`config.mk`:
```
export PLATFORM = sky130hd
export DESIGN_NAME = uart_rx
export DESIGN_NICKNAME = d
export VERILOG_FILES = /design/src/rtl/uart_pkg.sv /design/src/rtl/uart_baud_tick.sv /design/src/rtl/uart_rx.sv
export SDC_FILE = /design/constraint.sdc
export NUM_CORES = 1
export LEC_CHECK = 0
export ABC_AREA = 1
export ABC_CLOCK_PERIOD_IN_PS = 5600
export CORE_MARGIN = 1.5
export CORE_UTILIZATION = 45
export CTS_BUF_LIST = sky130_fd_sc_hd__clkbuf_2 sky130_fd_sc_hd__clkbuf_4 sky130_fd_sc_hd__clkbuf_8
export DETAILED_ROUTE_END_ITERATION = 8
export PLACE_DENSITY_LB_ADDON = 0.12
export SYNTH_ARGS = -nofsm -noshare
export SYNTH_HDL_FRONTEND = slang
export SYNTH_SLANG_ARGS = --single-unit
```
`constraint.sdc`:
```
create_clock -name sys_clk_i -period 5.6 [get_ports sys_clk_i]
set_input_delay 0.84 -clock sys_clk_i [delete_from_list [all_inputs] [get_ports sys_clk_i]]
set_output_delay 0.84 -clock sys_clk_i [all_outputs]
set_load 0.02 [all_outputs]
```
`src/rtl/uart_pkg.sv`:
```
// uart_pkg: shared defaults, FSM encoding and oversampling tick constants for the UART receiver
package uart_pkg;
  localparam int DEF_CLK_HZ     = 100_000_000;
  localparam int DEF_BAUD       = 115_200;
  localparam int DEF_OVERSAMPLE = 16;
  typedef enum logic [2:0] {IDLE, START, DATA, STOP, BREAK} state_t;
  localparam logic [3:0] TC_V0  = 4'd7;
  localparam logic [3:0] TC_V1  = 4'd8;
  localparam logic [3:0] TC_V2  = 4'd9;
  localparam logic [3:0] TC_END = 4'd15;
  function automatic logic maj3(input logic a, input logic b, input logic c);
    return (a & b) | (a & c) | (b & c);
  endfunction
endpackage

```
`src/rtl/uart_baud_tick.sv`:
```
// uart_baud_tick: fractional phase accumulator giving a 1-clock tick at INC/CLK_HZ of the clock rate
module uart_baud_tick import uart_pkg::*; #(
  parameter int CLK_HZ = DEF_CLK_HZ,
  parameter int INC    = DEF_BAUD * DEF_OVERSAMPLE,
  parameter int ACC_W  = 32
) (
  input  logic sys_clk_i,
  input  logic sys_rst_i,
  output logic tick_o
);
  localparam logic [ACC_W-1:0] LIM  = ACC_W'(CLK_HZ);
  localparam logic [ACC_W-1:0] STEP = ACC_W'(INC);
  logic [ACC_W-1:0] acc;
  logic [ACC_W-1:0] acc_nxt;
  logic             wrap;
  assign acc_nxt = acc + STEP;
  assign wrap    = acc_nxt >= LIM;
  // free-running accumulator; the remainder is kept on wrap so there is no drift
  always_ff @(negedge sys_clk_i or posedge sys_rst_i)
    if (sys_rst_i) begin
      acc    <= '0;
      tick_o <= 1'b0;
    end else begin
      acc    <= wrap ? acc_nxt - LIM : acc_nxt;
      tick_o <= wrap;
    end
endmodule

```
`src/rtl/uart_rx.sv`:
```
// uart_rx: 8N1 serial receiver with 16x oversampling, majority vote and a single-entry holding register
module uart_rx import uart_pkg::*; #(
  parameter int CLK_HZ     = DEF_CLK_HZ,
  parameter int BAUD       = DEF_BAUD,
  parameter int OVERSAMPLE = DEF_OVERSAMPLE,
  parameter int ACC_W      = 32
) (
  input  logic       sys_clk_i,
  input  logic       sys_rst_i,
  input  logic       uart_rx_i,
  input  logic       uart_rd_i,
  output logic [7:0] uart_dat_o,
  output logic       uart_valid_o,
  output logic       uart_overrun_o,
  output logic       uart_frame_err_o,
  output logic       uart_busy_o
);
  logic [1:0] sync;
  logic       rx_s;
  logic       tick;
  state_t     state;
  logic [3:0] tc;
  logic [2:0] bit_idx;
  logic [7:0] sh;
  logic       s0;
  logic       s1;
  logic       vote;
  logic       rd_hit;
  assign rx_s   = sync[1];
  assign vote   = maj3(s0, s1, rx_s);
  assign rd_hit = uart_rd_i & uart_valid_o;
  uart_baud_tick #(
    .CLK_HZ(CLK_HZ),
    .INC   (BAUD * OVERSAMPLE),
    .ACC_W (ACC_W)
  ) u_tick (
    .sys_clk_i(sys_clk_i),
    .sys_rst_i(sys_rst_i),
    .tick_o   (tick)
  );
  // two-flop synchroniser for the asynchronous line, idle high
  always_ff @(negedge sys_clk_i or posedge sys_rst_i)
    if (sys_rst_i) sync <= 2'b11;
    else           sync <= {sync[0], uart_rx_i};
  // frame FSM, tick counter, vote samples and holding register
  always_ff @(negedge sys_clk_i or posedge sys_rst_i)
    if (sys_rst_i) begin
      state            <= IDLE;
      tc               <= '0;
      bit_idx          <= '0;
      sh               <= '0;
      s0               <= 1'b1;
      s1               <= 1'b1;
      uart_dat_o       <= '0;
      uart_valid_o     <= 1'b0;
      uart_overrun_o   <= 1'b0;
      uart_frame_err_o <= 1'b0;
      uart_busy_o      <= 1'b0;
    end else begin
      uart_frame_err_o <= 1'b0;
      if (rd_hit) begin
        uart_valid_o   <= 1'b0;
        uart_overrun_o <= 1'b0;
      end
      if (tick) begin
        tc <= tc + 4'd1;
        if (tc == TC_V0) s0 <= rx_s;
        if (tc == TC_V1) s1 <= rx_s;
      end
      case (state)
        IDLE:
          if (!rx_s) begin
            tc          <= '0;
            state       <= START;
            uart_busy_o <= 1'b1;
          end
        START:
          if (tick) begin
            if (tc == TC_V2 && vote) begin
              state       <= IDLE;
              uart_busy_o <= 1'b0;
            end else if (tc == TC_END) begin
              state   <= DATA;
              bit_idx <= '0;
            end
          end
        DATA:
          if (tick) begin
            if (tc == TC_V2) sh <= {vote, sh[7:1]};
            if (tc == TC_END) begin
              bit_idx <= bit_idx + 3'd1;
              if (bit_idx == 3'd7) state <= STOP;
            end
          end
        STOP:
          if (tick && tc == TC_V2) begin
            if (vote) begin
              uart_dat_o     <= sh;
              uart_valid_o   <= 1'b1;
              uart_overrun_o <= (uart_valid_o | uart_overrun_o) & ~uart_rd_i;
              state          <= IDLE;
              uart_busy_o    <= 1'b0;
            end else begin
              uart_frame_err_o <= 1'b1;
              state            <= BREAK;
            end
          end
        BREAK:
          if (rx_s) begin
            state       <= IDLE;
            uart_busy_o <= 1'b0;
          end
        default: begin
          state       <= IDLE;
          uart_busy_o <= 1'b0;
        end
      endcase
    end
endmodule

```
==> results of run 1 <==
kinds of logic after synthesis:
group | synth area share [%]
and+or+nand+nor | 32.0
AOI/OAI and AO/OA | 9.47
buffers and inverters | 9.15
xor gates and xnor gates | 4.38
adders and majority gates | 3.18
DFF | 41.8
area by class of cell:
cell class / count / area share [%]
repair buffers: 16 / 4.25
clock inverters: 9 / 1.66
flip-flops and latches: 59 / 37.0
inverters: 73 / 6.85
multi-input cells: 334 / 43.4
well taps: 102 / 3.19
clock buffers: 11 / 3.63
synthesized netlist by cell type, drive strengths merged:
cell and number:
dfstp 4, o21ai 37, nor2 50, a21o 1
a21oi 12, clkinv 1, nor4 2, a211oi 1
buf 3, nand2 145, o21a 2, ha 9
nor3b 1, o211ai 2, o21bai 4, clkbuf 2
xnor2 2, o31ai 1, nand3 29, xor2 14
nor3 11, nand3b 3, nand4 8, dfrtn 55
inv 73
stage by stage:
stage | std cells | hold WS, ns | cell area (um^2) | setup slack (ns)
4_1_cts | 604 | 0.354 | 4000 | 0.603
5_1_grt | 604 | 0.340 | 4000 | 0.571
3_3_place_gp | 585 | 0.346 | 3790 | 0.963
3_5_place_dp | 585 | 0.349 | 3790 | 0.950
6_report | 604 | 0.351 | 4000 | 0.614
2_1_floorplan | 472 | 0.345 | 3540 | 0.616
per-layer routing:
metal	wire length (um)	vias to the layer above	GRT usage, %
met1	3480	1292	24.4
met4	120	0	5.26
met3	143	12	3.73
met2	3100	30	30.3
met5	0	-	0
li1	-	1543	-
cells in the final DEF, fill, tap and decap left out, types with 3 or more instances in the layout:
cell type / count
o21bai_1: 4
nand3b_1: 3
inv_2: 4
inv_1: 72
a21oi_1: 12
o21ai_0: 34
clkinv_2: 3
ha_1: 9
dfrtn_1: 55
xor2_1: 12
nand2_4: 4
nand3_1: 27
clkdlybuf4s50_1: 15
nand2_1: 125
nand2_2: 16
dfstp_2: 4
clkbuf_8: 10
nor2_2: 6
nor2_1: 43
nor3_1: 11
nand4_1: 7
power by group through the flow:
| stage | combinational, uW | sequential [uW] | clock (uW) |
|---|---|---|---|
| finish | 12.2 | 431 | 402 |
| global route | 14.3 | 430 | 436 |
| CTS | 13.1 | 431 | 412 |
| detailed placement | 13.0 | 438 | 5.56 |
| global placement | 13.0 | 438 | 5.56 |
| floorplan | 6.44 | 438 | 5.56 |
worst paths after layout:
| check | end | slack [ns] | depth (start not counted) | from |
|---|---|---|---|---|
| max | uart_busy_o | 0.61 | 1 | uart_busy_o |
| min | sync[1] | 0.35 | 0 | sync[0] |
| max reg2reg | u_tick.acc[9] | 2.67 | 14 | u_tick.acc[13] |
| min reg2reg | sync[1] | 0.35 | 0 | sync[0] |
| max in group asynchronous | sync[0] | 1.64 | 3 | sys_rst_i |
| min in group asynchronous | bit_idx[1] | 3.59 | 3 | sys_rst_i |
flip-flops by register name (all words and copies together) (netlist names):
signal,count
tc,4
uart_frame_err_o,1
uart_overrun_o,1
s1,1
sync,2
sh,8
bit_idx,3
uart_busy_o,1
uart_valid_o,1
u_tick.acc,24
uart_dat_o,8
u_tick.tick_o,1
s0,1
state,3
==> metrics.cfg, run 1 <==
[detailed_routing]
num_vias = 2877
drcViolationCount = 0
ant_nets = 0
first_iter_violations = 121
first_pass_iters = 4
routed_wl_um = 6850
routedWlPerCell_um = 11.3
vias_per_cell = 4.76

[pwr]
comb_power_share_pct = 1.4
leakage_uw = 0.00206
p_seq_share_pct = 51.0
switching_power_uw = 187
p_per_area_nw_per_um2 = 211
clkPwrFrac_pct = 47.6
intPower_uw = 658
power_uw = 845
p_sw_share_pct = 22.2
ir_worst_vdd_v = 0.000126

[critical_path]
end_kind = output port
cp.arrival_ns = 4.15
cp_num_buf_inv = 1
start_kind = flip-flop
cp_slowest_cell = clkdlybuf4s50_1
worst-setup-path-type = reg2out
crit_path_max_incr_delay_ns = 0.60
crit_path_cell_trace = clkdlybuf4s50_1
critPathMaxFanout = 2
required_ns = 4.76
cp_top_family = buffers and inverters

[synthesis]
netlist_area_um2 = 3540
netlist.area_leader.share_pct = 38.9
synth_top_cell_by_area = dfrtn_1
synth_cell_types = 37
syn-mean-instance-area_um2 = 7.50
synth-seq-cells = 59
synth_fp_nets = 485
yosys_warnings = 0
synth_cells = 472
ys_seq_area_share_pct = 41.8
synth.top_cells.by_area = dfrtn_1 39%, nand2_1 13%, inv_1 7.4%

[clock_network]
clockBufferDepth = 2
cts_htree_levels = 3
post_cts_buffers = 0
cts_buffers = 9
cts_hold_buf = 0
clk_latency_ns = 0.37
clkTransAtPathRegs_ns = 0.04
cts_tree = yes
root_buffer = clkbuf_8
post_cts_resized = 0
cts_num_sinks = 59

[grt]
overflow = 0
grt_pass1_wl_um = 12500
grt_max_degree = 60
grt_use_total_pct = 18.3
grt_pass1_vias = 2787
antenna_found_initial = 0

[sta]
rsz0062_at_grt = no
finalSetupViolations = 0
finClkSkew_ns = 0.0491
relSlewSlack_pct = 61.6
slew_viol_final = 0
worst_pin_slew_ns = 0.573
setup-tns-final_ns = 0
hold_viol_final = 0

[cells_and_area]
nets = 510
fillerInstances = 762
utilization_pct = 52.1
antennaDiodeCount = 0
multi_input_area_um2 = 1740
syn_to_final_growth_pct = 13.0
register_area_um2 = 1480
drive_above_1_share_pct = 11.8

[die]
fp-row-count = 32
die_area_um2 = 8410
fp.dieH_um = 91.7
placeableCoreArea_um2 = 7690
ioPinCount = 16
start_util_pct = 46.1
dieWidth_um = 91.7

[placed_design]
gp_congestion = 0.824
detailed_place_hpwl_um = 5120
portBuffers = 15

[outcome]
outcome = finished clean

[min_path]
min_path_type = reg2reg

[job]
maxCapViolCount = 0

Power figures use the tool's default switching activity.
==> inputs of run 2 (changes only) <==
PLACE_DENSITY = 0.67   (was unset)
PLACE_DENSITY_LB_ADDON = unset   (was 0.12)
SLEW_MARGIN = 20   (was unset)
SYNTH_HIERARCHICAL = 1   (was unset)
==> metrics.cfg, run 2 <==
[critical_path]
cp_num_buf_inv = 1
startpoint = uart_dat_o[5]
crit_cells = 1
cp.arrival_ns = 4.15
rrSetupSlack_ns = 2.45
crit_path_cell_trace = clkdlybuf4s50_1
critPathMaxFanout = 2
r2r-end = u_tick/acc[11]
cp_slowest_cell = clkdlybuf4s50_1
worst_r2r_startpoint = u_tick/acc[13]
end_kind = output port
endpoint = uart_dat_o[5]
required_ns = 4.76
r2r_cells = 16
crit_path_max_incr_delay_ns = 0.61
worst-setup-path-type = reg2out
start_kind = flip-flop
cp_top_family = buffers and inverters

[sta]
slew_viol_final = 0
worst_pin_slew_ns = 0.768
finalSetupViolations = 0
finClkSkew_ns = 0.0533
relSlewSlack_pct = 48.6
rsz0062_at_grt = no
hold_viol_final = 0
setup-tns-final_ns = 0

[synthesis]
synthTopCellsByCount = 153 x nand2_1, 76 x inv_1, 55 x dfrtn_1
ys_seq_area_share_pct = 39.8
syn-mean-instance-area_um2 = 7.35
synth_top_cell_by_area = dfrtn_1
synth_cells = 506
yosys.cell_count.top_type = nand2_1
synthFlopType = dfrtn_1
netlist_area_um2 = 3720
synth-edff-count = 0
synth.top_cells.by_area = dfrtn_1 37%, nand2_1 15%, inv_1 7.7%
ys_async_sr_fraction_pct = 100
yosys_warnings = 6
synth_fp_nets = 519
synth-seq-cells = 59
netlist.area_leader.share_pct = 37.0
synth_cell_types = 30

[detailed_routing]
vias_per_cell = 4.87
first_pass_iters = 4
drcViolationCount = 0
num_vias = 3105
ant_nets = 0
first_iter_violations = 63
routed_wl_um = 7080
routedWlPerCell_um = 11.1

[clock_network]
post_cts_buffers = 0
cts_hold_buf = 0
root_buffer = clkbuf_8
cts_htree_levels = 3
clockBufferDepth = 2
post_cts_resized = 0
cts_num_sinks = 59
clkTransAtPathRegs_ns = 0.05
cts_buffers = 9
cts_tree = yes
clk_latency_ns = 0.37

[cells_and_area]
layout_commonest_cell = nand2_1
layout_common_cells = 153 x nand2_1, 79 x inv_1, 55 x dfrtn_1
fillerInstances = 799
antennaDiodeCount = 0
largest_reg_flops = 24
multi_input_area_um2 = 1840
syn_to_final_growth_pct = 10.8
regMostFlops = u_tick/acc
drive_above_1_share_pct = 13.8
top_regs = u_tick/acc x24, sh x8, uart_dat_o x8
register_area_um2 = 1480
nets = 544
layout.cells.non_filler = 638

[placed_design]
detailed_place_hpwl_um = 5370
portBuffers = 15
dp_cells = 619
gp_congestion = 0.886

[die]
start_util_pct = 47.4
fp.dieH_um = 93.9
dieWidth_um = 93.9
fp-row-count = 32
ioPinCount = 16
die_area_um2 = 8820
placeableCoreArea_um2 = 7850

[pwr]
p_per_area_nw_per_um2 = 192
ir_worst_vdd_v = 0.000129
leakage_uw = 0.00215

[grt]
grt_max_degree = 39
grt_pass1_vias = 2938
antenna_found_initial = 0
grt_use_total_pct = 18.3
use_met2_pct = 32.1
grt_busiest_layer = met2
use_met3_pct = 5.10
grt_use_met1_pct = 22.4
grt_pass1_wl_um = 12800
overflow = 0

[min_path]
min_path_type = reg2reg
whs_path_depth = 0

[outcome]
outcome = finished clean

[job]
maxCapViolCount = 0

## run 2: how the worst min path moves through the flow
stage	start	end	slack, ns
floorplan	sync[0]	sync[1]	0.35
global placement	sync[0]	sync[1]	0.35
detailed placement	sync[0]	sync[1]	0.35
CTS	sync[0]	sync[1]	0.36
global route	sync[0]	sync[1]	0.33
finish	sync[0]	sync[1]	0.35
## run 2: area by class of cell
cell class                      instances  share of cell area [%]
Sequential cell                        59                    36.0
Clock inverter                         11                    1.61
Timing Repair Buffer                   18                    4.19
Inverter                               82                    7.47
Tap cell                              102                    3.10
Multi-Input combinational cell        357                    44.7
Clock buffer                            9                    3.01
## run 2: cell families after synthesis
family	count (synthesis)	share of synthesized area, %
AO/OA/AOI/OAI	48	7.71
XOR/XNOR	20	4.91
adder cells (fa/ha/maj)	9	3.03
buffers and inverters	90	10.7
flip-flops	59	39.8
AND/OR/NAND/NOR	280	33.8
## run 2: layer usage
metal	vias up	wire, um
met5	-	0
met4	0	24
met3	2	198
met2	36	3470
met1	1441	3390
li1	1626	-
## run 2: stage by stage
stage | total power [uW] | cell area, um^2 | hold slack, ns | worst slack [ns] | utilization (%)
detailed placement | 457 | 3930 | 0.354 | 0.911 | 50.1
floorplan | 450 | 3720 | 0.345 | 1.31 | -
global placement | 457 | 3930 | 0.350 | 0.940 | 50.1
finish | 792 | 4120 | 0.352 | 0.610 | 52.5
CTS | 806 | 4120 | 0.356 | 0.585 | 52.5
global route | 830 | 4120 | 0.334 | 0.559 | 52.5
## run 2: power by group
group | total (uW) | switching, uW | internal (uW)
logic | 12.8 | 9.25 | 3.54
registers | 430 | 0.461 | 430
clock network | 349 | 184 | 165
total | 792 | 194 | 599
